$ cat config.mk
export PLATFORM = sky130hd
export DESIGN_NAME = sha256_pad_ctrl
export DESIGN_NICKNAME = d
export VERILOG_FILES = /design/src/rtl/sha256_pad_ctrl.sv
export SDC_FILE = /design/constraint.sdc
export NUM_CORES = 1
export LEC_CHECK = 0
export CORE_MARGIN = 2
export CORE_UTILIZATION = 46
export CTS_CLUSTER_DIAMETER = 50
export DETAILED_ROUTE_END_ITERATION = 7
export HOLD_SLACK_MARGIN = 0.1
export PLACE_DENSITY = 0.78
export SLEW_MARGIN = 20
export SYNTH_ARGS = -nofsm -noshare
export SYNTH_HDL_FRONTEND = slang
export SYNTH_SLANG_ARGS = --single-unit
$ cat constraint.sdc
create_clock -name i_clk -period 2.38 [get_ports i_clk]
set_input_delay 0.595 -clock i_clk [delete_from_list [all_inputs] [get_ports i_clk]]
set_output_delay 0.595 -clock i_clk [all_outputs]
set_load 0.05 [all_outputs]
$ cat src/rtl/sha256_pad_ctrl.sv
// sha256_pad_ctrl
// Block sequencer that sits in front of the SHA-256 padding/compression stage.
// It packs 32-bit message words (MSB-first) into 512-bit blocks, numbers the
// blocks (1-based, saturating at 255), and works out how many bits of the
// final data block are still free. It also decides whether the message length
// can still fit in the final data block or whether an extra, length-only
// block (pad2) must follow. Blocks are presented one at a time with a
// valid/ready handshake, and the block outputs hold steady while they wait.

module sha256_pad_ctrl #(
    parameter int WORD_W = 32,
    parameter int N_W    = 8
) (
    input  logic              i_clk,
    input  logic              i_rst_n,
    input  logic              i_valid,
    input  logic [WORD_W-1:0] i_data,
    input  logic              i_last,
    input  logic [5:0]        i_last_bits,
    output logic              o_ready,
    output logic              o_blk_valid,
    input  logic              i_blk_ready,
    output logic [511:0]      o_blk_data,
    output logic [N_W-1:0]    o_N,
    output logic [8:0]        o_bit_miss,
    output logic              o_pad2,
    output logic              o_last_blk,
    output logic              o_done,
    output logic              o_ovf
);

    localparam logic [N_W-1:0] N_ONE = {{(N_W-1){1'b0}}, 1'b1};
    localparam logic [N_W-1:0] N_MAX = {N_W{1'b1}};

    typedef enum logic [1:0] {
        ST_COLLECT = 2'd0,
        ST_EMIT    = 2'd1,
        ST_PAD2    = 2'd2,
        ST_DONE    = 2'd3
    } state_e;

    // Map an out-of-range final-word bit count (0 or >32) onto a full word.
    function automatic logic [5:0] eff_last_bits(input logic [5:0] lb);
        logic [5:0] r;
        if ((lb == 6'd0) || (lb > 6'd32)) begin
            r = 6'd32;
        end else begin
            r = lb;
        end
        return r;
    endfunction

    state_e         state_q,     state_d;
    logic [3:0]     wcnt_q,      wcnt_d;
    logic [N_W-1:0] n_q,         n_d;
    logic [511:0]   buf_q,       buf_d;
    logic [8:0]     bit_miss_q,  bit_miss_d;
    logic           need_pad2_q, need_pad2_d;
    logic           last_blk_q,  last_blk_d;
    logic           pad2_q,      pad2_d;
    logic           blk_valid_q, blk_valid_d;
    logic           ready_q,     ready_d;
    logic           done_q,      done_d;
    logic           ovf_q,       ovf_d;
    logic           msg_start_q, msg_start_d;

    logic           accept_s;
    logic           blk_hs_s;
    logic [8:0]     slot_base_s;
    logic [9:0]     vb_s;
    logic [9:0]     miss_s;

    assign accept_s    = i_valid && ready_q;
    assign blk_hs_s    = blk_valid_q && i_blk_ready;
    // Word k lives at [511-32k -: 32], i.e. the low bit sits at 32*(15-k).
    assign slot_base_s = {~wcnt_q, 5'b00000};
    // Valid message bits in the block if this word were the final one.
    assign vb_s        = {1'b0, wcnt_q, 5'b00000} + {4'b0000, eff_last_bits(i_last_bits)};
    assign miss_s      = 10'd512 - vb_s;

    // Next-state and next-output computation for the block sequencer.
    always_comb begin
        state_d     = state_q;
        wcnt_d      = wcnt_q;
        n_d         = n_q;
        buf_d       = buf_q;
        bit_miss_d  = bit_miss_q;
        need_pad2_d = need_pad2_q;
        last_blk_d  = last_blk_q;
        pad2_d      = pad2_q;
        blk_valid_d = blk_valid_q;
        ready_d     = ready_q;
        done_d      = 1'b0;
        ovf_d       = ovf_q;
        msg_start_d = msg_start_q;

        case (state_q)
            ST_COLLECT: begin
                if (accept_s) begin
                    // The overflow flag belongs to the previous message.
                    if (msg_start_q) begin
                        ovf_d       = 1'b0;
                        msg_start_d = 1'b0;
                    end else begin
                        msg_start_d = 1'b0;
                    end
                    buf_d[slot_base_s +: WORD_W] = i_data;
                    wcnt_d = wcnt_q + 4'd1;
                    if (i_last) begin
                        bit_miss_d  = miss_s[8:0];
                        pad2_d      = 1'b0;
                        blk_valid_d = 1'b1;
                        ready_d     = 1'b0;
                        state_d     = ST_EMIT;
                        // 64 length bits plus the 1 marker must fit after the data.
                        if (vb_s < 10'd448) begin
                            last_blk_d  = 1'b1;
                            need_pad2_d = 1'b0;
                        end else begin
                            last_blk_d  = 1'b0;
                            need_pad2_d = 1'b1;
                        end
                    end else if (wcnt_q == 4'd15) begin
                        bit_miss_d  = 9'd0;
                        last_blk_d  = 1'b0;
                        need_pad2_d = 1'b0;
                        pad2_d      = 1'b0;
                        blk_valid_d = 1'b1;
                        ready_d     = 1'b0;
                        state_d     = ST_EMIT;
                    end else begin
                        state_d = ST_COLLECT;
                    end
                end else begin
                    state_d = ST_COLLECT;
                end
            end

            ST_EMIT: begin
                if (blk_hs_s) begin
                    if (need_pad2_q) begin
                        // Length-only block: zero data, N and bit_miss carried over.
                        buf_d       = 512'd0;
                        pad2_d      = 1'b1;
                        last_blk_d  = 1'b1;
                        need_pad2_d = 1'b0;
                        state_d     = ST_PAD2;
                    end else if (last_blk_q) begin
                        blk_valid_d = 1'b0;
                        last_blk_d  = 1'b0;
                        bit_miss_d  = 9'd0;
                        done_d      = 1'b1;
                        state_d     = ST_DONE;
                    end else begin
                        if (n_q == N_MAX) begin
                            ovf_d = 1'b1;
                        end else begin
                            n_d = n_q + N_ONE;
                        end
                        wcnt_d      = 4'd0;
                        buf_d       = 512'd0;
                        bit_miss_d  = 9'd0;
                        blk_valid_d = 1'b0;
                        ready_d     = 1'b1;
                        state_d     = ST_COLLECT;
                    end
                end else begin
                    state_d = ST_EMIT;
                end
            end

            ST_PAD2: begin
                if (blk_hs_s) begin
                    blk_valid_d = 1'b0;
                    pad2_d      = 1'b0;
                    last_blk_d  = 1'b0;
                    bit_miss_d  = 9'd0;
                    done_d      = 1'b1;
                    state_d     = ST_DONE;
                end else begin
                    state_d = ST_PAD2;
                end
            end

            ST_DONE: begin
                n_d         = N_ONE;
                wcnt_d      = 4'd0;
                buf_d       = 512'd0;
                ready_d     = 1'b1;
                msg_start_d = 1'b1;
                state_d     = ST_COLLECT;
            end

            default: begin
                // Unreachable encoding: fall back to a clean idle state.
                n_d         = N_ONE;
                wcnt_d      = 4'd0;
                buf_d       = 512'd0;
                bit_miss_d  = 9'd0;
                need_pad2_d = 1'b0;
                last_blk_d  = 1'b0;
                pad2_d      = 1'b0;
                blk_valid_d = 1'b0;
                ready_d     = 1'b1;
                msg_start_d = 1'b1;
                state_d     = ST_COLLECT;
            end
        endcase
    end

    // State, datapath and output registers with asynchronous reset.
    always_ff @(posedge i_clk or negedge i_rst_n) begin
        if (!i_rst_n) begin
            state_q     <= ST_COLLECT;
            wcnt_q      <= 4'd0;
            n_q         <= N_ONE;
            buf_q       <= 512'd0;
            bit_miss_q  <= 9'd0;
            need_pad2_q <= 1'b0;
            last_blk_q  <= 1'b0;
            pad2_q      <= 1'b0;
            blk_valid_q <= 1'b0;
            ready_q     <= 1'b1;
            done_q      <= 1'b0;
            ovf_q       <= 1'b0;
            msg_start_q <= 1'b1;
        end else begin
            state_q     <= state_d;
            wcnt_q      <= wcnt_d;
            n_q         <= n_d;
            buf_q       <= buf_d;
            bit_miss_q  <= bit_miss_d;
            need_pad2_q <= need_pad2_d;
            last_blk_q  <= last_blk_d;
            pad2_q      <= pad2_d;
            blk_valid_q <= blk_valid_d;
            ready_q     <= ready_d;
            done_q      <= done_d;
            ovf_q       <= ovf_d;
            msg_start_q <= msg_start_d;
        end
    end

    // Block fields read as zero whenever no block is being offered, so the
    // partially filled buffer and the internal N counter never leak out.
    assign o_ready     = ready_q;
    assign o_blk_valid = blk_valid_q;
    assign o_blk_data  = blk_valid_q ? buf_q : 512'd0;
    assign o_N         = blk_valid_q ? n_q : {N_W{1'b0}};
    assign o_bit_miss  = blk_valid_q ? bit_miss_q : 9'd0;
    assign o_pad2      = pad2_q;
    assign o_last_blk  = last_blk_q;
    assign o_done      = done_q;
    assign o_ovf       = ovf_q;

endmodule

==> metrics.txt, run 1 <==
run status=complete, but fails checks; violated checks=setup timing; Post-Place Cells=3356; ant diodes=0; post-placement cell area=38200 µm²; Yosys cell types=62; Crit path largest cell delay=520 ps; total area of sequential cells=13600 µm²; power density of the placed cells=997 nW/µm²; final-report setup violation count=520; post-synth top area cell=dfrtp_1; post-route core utilization=0.779; top area cells in the synthesized netlist=dfrtp_1, a22o_1, and2_1, a32o_1, clkbuf_1; fraction of layout cells with a size suffix above 1=0.508; number of antenna violations at the first check in global routing=0; CTS tree=built; aggregate routed wire length=102000 µm; proportion of synthesized flip-flops having asynchronous set or reset=1.00; final critical delay including setup and external delays=2550 ps; Worst Clk Skew=21.2 ps; largest family of logic cells by synthesized area=compound AO/OA/AOI/OAI gates; largest net degree at the start of global routing=91; Boundary Pins=578; number of endpoints with negative hold slack in the final report=0; number of flip-flops and latches in the synthesized netlist=543; post-synthesis cell count=2157; maximum clock path buffer count=3; Synth Warn #=0; number of flops mapped to enable cells by yosys=0; Slew Viols, Final=0; mux contribution to synthesized area=0.0137; Clock H-tree levels=2; net count of the finished layout=2814; TritonCTS Buffers=58; Post-DRT Antenna Nets=0; full die area=55300 µm²; layer carrying the most global-route usage=met2; proportion of synthesized chip area in sequential cells=0.553; Crit Path Class=reg2out; Port-buffer cells=577; total routing usage reported by global routing=0.348; chip width=235 µm; share of the synthesized netlist area taken by xor and xnor gates=0.00392; fraction of the mapped netlist area in compound gates=0.200; first-pass GRT wire length=147000 µm; layout overhead on the synthesized area=66.9%; Setup TNS Final=-63700 ps; critical path peak fanout=48; height of the die=235 µm; Overall Power=40.9 mW; critical path's top delay family=buffers and inverters; critical path cell sequence=buf_16 -> buf_16 -> and2_2 -> buf_12; setup repair after global routing missed its margin=yes; detailed-route DRC error count=0; maximum VDD drop=0.694 mV; count of vias placed by the detailed router=22000; layout filler cell count=2815; Main synth FF type=dfrtp_1; starting density of the core=0.466; post-route cell area=41000 µm²; gr ovfl total=0; kind of start point of the critical path=flip-flop; area inside the core boundary=52700 µm²; detailed-route wire length per cell=29.2 µm; setup ws final=-171 ps; GR Layer Usage met2=0.543; DR iter-0 viols=2353; root buf cell=clkbuf_16; max-cap check violation count=0; total clock sinks=543; Arr. time, crit path=1960 ps; GR Layer Usage met1=0.442; Reg-to-Reg Start=state_q[0]; CP Depth=4; Register-to-Register Path Depth=9; via count of the first global-routing pass=22400; endpoint of the most critical setup path=o_blk_data[196]; DP HPWL=65700 µm; class of the worst hold path=reg2reg; buffering stage count on the worst path with inverters included=3; Critical Path Start=o_blk_valid; syn_nets=2214; most common cell type on the critical path=buf_16; final weighted congestion of routability-driven global placement=0.912; syn_area_per_cell=11.4 µm²; final period utilization=1.07; cell with the most instances after synthesis=dfrtp_1; proportion of netlist area held by the largest area contributor=0.550; R2R Path End=buf_q[510]; top post-synthesis cells by count=dfrtp_1, and2_1, a22o_1; critical path endpoint category=primary output; fraction of the mapped netlist area in simple logic gates=0.178; slowest stage cell, crit path=dfrtp_4; Cell Count, Final, Fillers Out=3492; average via count per standard cell=6.29; area occupied by multi-input gates=10900 µm²; worst slew margin relative to its limit=0.562; adder and majority gate portion of the synthesized area=0.00713; max frequency=392 MHz; met3 Use GR=0.0989; post-synthesis cell area=24600 µm²; clock transition time at the flip-flop clock pins of the worst setup and hold paths=60 ps; number of core rows=84; clock latency on the worst-skew pair=630 ps; Worst-Margin Slew=655 ps; iteration count of the initial detailed-routing pass=5; required time at the endpoint of the critical path=1780 ps; total leakage power=18.9 nW; worst-case register-to-register setup slack=40 ps
==> layout by cell type, fill, tap and decap left out, drive strengths merged, types with 3 or more instances in the layout <==
master,count
o21ai,32
buf,724
ha,14
a21oi,19
nor3,11
nand2,85
a22o,386
and3,8
o31ai,6
xor2,7
a32o,100
nor2,47
a31oi,5
inv,19
nor3b,7
clkinv,14
dfstp,3
clkbuf,89
or2,3
nor2b,6
and2,536
or3,4
a21boi,3
nand2b,5
mux2,28
xnor2,4
clkdlybuf4s50,43
dfrtp,540
bufinv,5
nand4,6
nand3,12
o41ai,4
==> power by group <==
part | internal [mW] | total [mW] | leakage, nW | switching [mW]
registers | 11.0 | 12.2 | 7.50 | 1.21
clock network | 5.37 | 9.36 | 0.968 | 3.99
logic | 8.49 | 19.2 | 10.4 | 10.7
total | 24.9 | 40.9 | 18.9 | 15.9
==> cell type report <==
cell class,count,area share
repair buffers,781,0.333
flip-flops and latches,543,0.332
multi-input cells,1362,0.266
clock buffers,79,0.0398
well taps,688,0.0210
clock inverters,28,0.00775
inverters,11,0.00101
==> worst min-delay path by stage <==
| stage | from | to | slack [ps] | cells past startpoint |
|---|---|---|---|---|
| 2_1_floorplan | i_rst_n | asynchronous set/reset pin | 300 | 0 |
| 3_3_place_gp | bit_miss_q[2] | bit_miss_q[2] | 460 | 2 |
| 3_5_place_dp | bit_miss_q[7] | bit_miss_q[7] | 460 | 2 |
| 4_1_cts | bit_miss_q[7] | bit_miss_q[7] | 470 | 2 |
| 5_1_grt | bit_miss_q[5] | bit_miss_q[5] | 490 | 2 |
| 6_report | bit_miss_q[5] | bit_miss_q[5] | 480 | 2 |
==> routing by layer <==
metal / share of wire / vias up
li1: - / 8863
met1: 0.37 / 11200
met2: 0.47 / 1512
met3: 0.11 / 332
met4: 0.058 / 0
met5: 0 / -
==> flip-flops by register name (all words and copies together) (netlist names), named ones only <==
| signal | cells |
|---|---|
| o_done | 1 |
| o_pad2 | 1 |
| o_ready | 1 |
| wcnt_q | 4 |
| state_q | 1 |
| n_q | 8 |
| o_last_blk | 1 |
| need_pad2_q | 1 |
| o_ovf | 1 |
| bit_miss_q | 9 |
| o_blk_valid | 1 |
| buf_q | 512 |
| msg_start_q | 1 |
==> cells by family (layout without fill, tap and decap cells) <==
kind of cell,Yosys count,count (layout)
buf+inv,252,899
xor+xnor,11,11
simple gates,738,738
flops,543,543
compound gates,569,569
fa+ha+maj,14,14
mux,30,30
==> tightest hold or removal path, cell delays in order, from the launching register on <==
cell and delay (ps):
dfrtp_1 340, nand2_1 50, o31ai_1 50
==> per-stage QoR <==
stage                     hold WS [ps]  setup WS [ps]
final                              478           -171
after detailed placement           462           -504
after CTS                          475           -234
after floorplan                    299           34.4
after global placement             459           -480
after global routing               495           -204
==> repair_timing <==
item / 4_1_cts / 5_1_grt
buffers inserted: 4 / 7
gates cloned: 4 / 13
endpoints found under the setup margin: 494 / 962
gates resized for setup: 50 / 120
pin swaps: 0 / 8
hold endpoints to repair: 35 / 0
hold buffers: 1 / 0
Power figures use the tool's default switching activity.
==> run 2: changes to the inputs <==
--- a/config.mk
+++ b/config.mk
@@ -6,11 +6,11 @@
 export NUM_CORES = 1
 export LEC_CHECK = 0
 export CORE_MARGIN = 2
-export CORE_UTILIZATION = 46
+export CORE_UTILIZATION = 50
 export CTS_CLUSTER_DIAMETER = 50
 export DETAILED_ROUTE_END_ITERATION = 7
 export HOLD_SLACK_MARGIN = 0.1
-export PLACE_DENSITY = 0.78
+export PLACE_DENSITY = 0.8
 export SLEW_MARGIN = 20
 export SYNTH_ARGS = -nofsm -noshare
 export SYNTH_HDL_FRONTEND = slang
==> constraint.sdc (replaced) <==
create_clock -name i_clk -period 2.4 [get_ports i_clk]
set_input_delay 0.6 -clock i_clk [delete_from_list [all_inputs] [get_ports i_clk]]
set_output_delay 0.6 -clock i_clk [all_outputs]
set_load 0.1 [all_outputs]
==> run 2 against run 1 <==
Against the previous run:
- the flow still finishes with violations (setup timing)
- worst hold slack better by 2.4 ps
- critical path depth unchanged
- global-route usage up 5.5 points
- sequential power about the same
- combinational power up 18%
- power up 7.1%
- largest cell class is now flip-flops and latches
==> metrics.txt, run 2 (synthesized netlist as in run 1, its figures left out) <==
Worst-Margin Slew=794 ps; post-route cell area=40800 µm²; post-placement cell area=38300 µm²; Overall Power=43.8 mW; max-cap check violation count=0; clock transition time at the flip-flop clock pins of the worst setup and hold paths=60 ps; chip width=226 µm; aggregate routed wire length=106000 µm; CTS tree=built; number of endpoints with negative hold slack in the final report=0; ant diodes=0; fraction of layout cells with a size suffix above 1=0.508; hold_ws=481 ps; detailed-route wire length per cell=30.7 µm; Setup TNS Final=-60110 ps; biggest registers after layout=buf_q x512, bit_miss_q x9, n_q x8; TritonCTS Buffers=55; count of vias placed by the detailed router=22500; root buf cell=clkbuf_16; total leakage power=18.8 nW; critical path endpoint category=primary output; total routing usage reported by global routing=0.403; power density of the placed cells=1070 nW/µm²; violated checks=setup timing; clock latency on the worst-skew pair=610 ps; met3 Use GR=0.113; register containing the most flip-flops in the final layout=buf_q; maximum VDD drop=0.857 mV; Crit Path Class=reg2out; worst slew margin relative to its limit=0.465; most common library cell in the layout ignoring fill and taps=buf_12; Boundary Pins=578; final critical delay including setup and external delays=2590 ps; full die area=50900 µm²; Slew Viols, Final=0; starting density of the core=0.504; Clock H-tree levels=2; height of the die=226 µm; max frequency=386 MHz; critical path peak fanout=11; GR Layer Usage met2=0.632; largest net degree at the start of global routing=96; via count of the first global-routing pass=23200; Register-to-Register Path Depth=9; run status=complete, but fails checks; number of stages on the worst hold path=2; detailed-route DRC error count=0; area inside the core boundary=48700 µm²; first-pass GRT wire length=153000 µm; total clock sinks=543; layout overhead on the synthesized area=66.0%; Port-buffer cells=577; highest-count cells in the layout ignoring fill and taps=buf_12, dfrtp_1, and2_2, a22o_1, and2_4; net count of the finished layout=2796; Post-DRT Antenna Nets=0; layout filler cell count=2225; Arr. time, crit path=1990 ps; number of core rows=81; average via count per standard cell=6.53; final weighted congestion of routability-driven global placement=0.914; required time at the endpoint of the critical path=1800 ps; post-route core utilization=0.836; final period utilization=1.08; DP HPWL=66000 µm; flip-flop count of the largest register after layout=512; DR iter-0 viols=2966; maximum clock path buffer count=3; Worst Clk Skew=14.5 ps; layer carrying the most global-route usage=met2; setup repair after global routing missed its margin=yes; number of antenna violations at the first check in global routing=0; GR Layer Usage met1=0.506; worst-case register-to-register setup slack=-60 ps; final-report setup violation count=552; iteration count of the initial detailed-routing pass=6; setup ws final=-189 ps; kind of start point of the critical path=flip-flop; class of the worst hold path=reg2reg; gr ovfl total=0
## run 2: cell types whose count changed in the layout (fill, tap and decap cells not counted), sizes merged
| cell | before | now |
|---|---|---|
| bufbuf | 1 | 2 |
| buf | 724 | 716 |
| clkinv | 14 | 16 |
| inv | 19 | 13 |
| clkbuf | 89 | 80 |
| bufinv | 5 | 7 |
| dlymetal6s2s | 2 | 0 |
| clkdlybuf4s50 | 43 | 41 |
## run 2: where the power goes
group | internal [mW] | total (mW) | switching [mW]
logic | 8.35 | 22.6 | 14.2
registers | 10.9 | 12.2 | 1.28
clock network | 5.16 | 8.95 | 3.79
## run 2: timing repair
action                                 4_1_cts  5_1_grt
setup endpoints to repair                  496      968
buffers inserted                             6        3
hold buffers                                 1        0
resized for setup                           70       89
pin swaps                                    2       11
gates cloned                                 7        6
endpoints found under the hold margin       33        0
## run 2: path summary, 6_finish.rpt
check,startpoint,end
worst max-delay path,o_blk_valid,o_blk_data[97]
worst min-delay path,bit_miss_q[8],bit_miss_q[8]
worst max register to register,state_q[0],buf_q[279]
worst min register to register,bit_miss_q[8],bit_miss_q[8]
max in group asynchronous,i_rst_n,buf_q[15]
min in group asynchronous,i_rst_n,buf_q[100]
## run 2: final cells by class
class	instances	area, µm²	share of cell area
flip-flops and latches	543	13600	0.333
clock buffers	74	1510	0.0370
multi-input cells	1362	10900	0.267
repair buffers	766	13600	0.333
clock inverters	26	323	0.00792
inverters	11	41.3	0.00101
well taps	664	831	0.0204
## run 2: routing by layer
layer / up-vias / wire length, µm
li1: 8821 / -
met1: 11500 / 37000
met2: 1777 / 49800
met3: 417 / 12100
met4: 0 / 6820
met5: - / 0
## run 2: worst max-delay path, stage by stage, from the launching register on
cell	delay, ps
dfrtp_4	540
buf_4	180
bufbuf_16	280
and2_2	210
buf_12	170
## run 2: through the flow
step,setup slack (ps),cells
6_report,-189,3446
5_1_grt,-202,3446
4_1_cts,-185,3438
2_1_floorplan,-92.7,2157
3_3_place_gp,-543,3324
3_5_place_dp,-676,3324
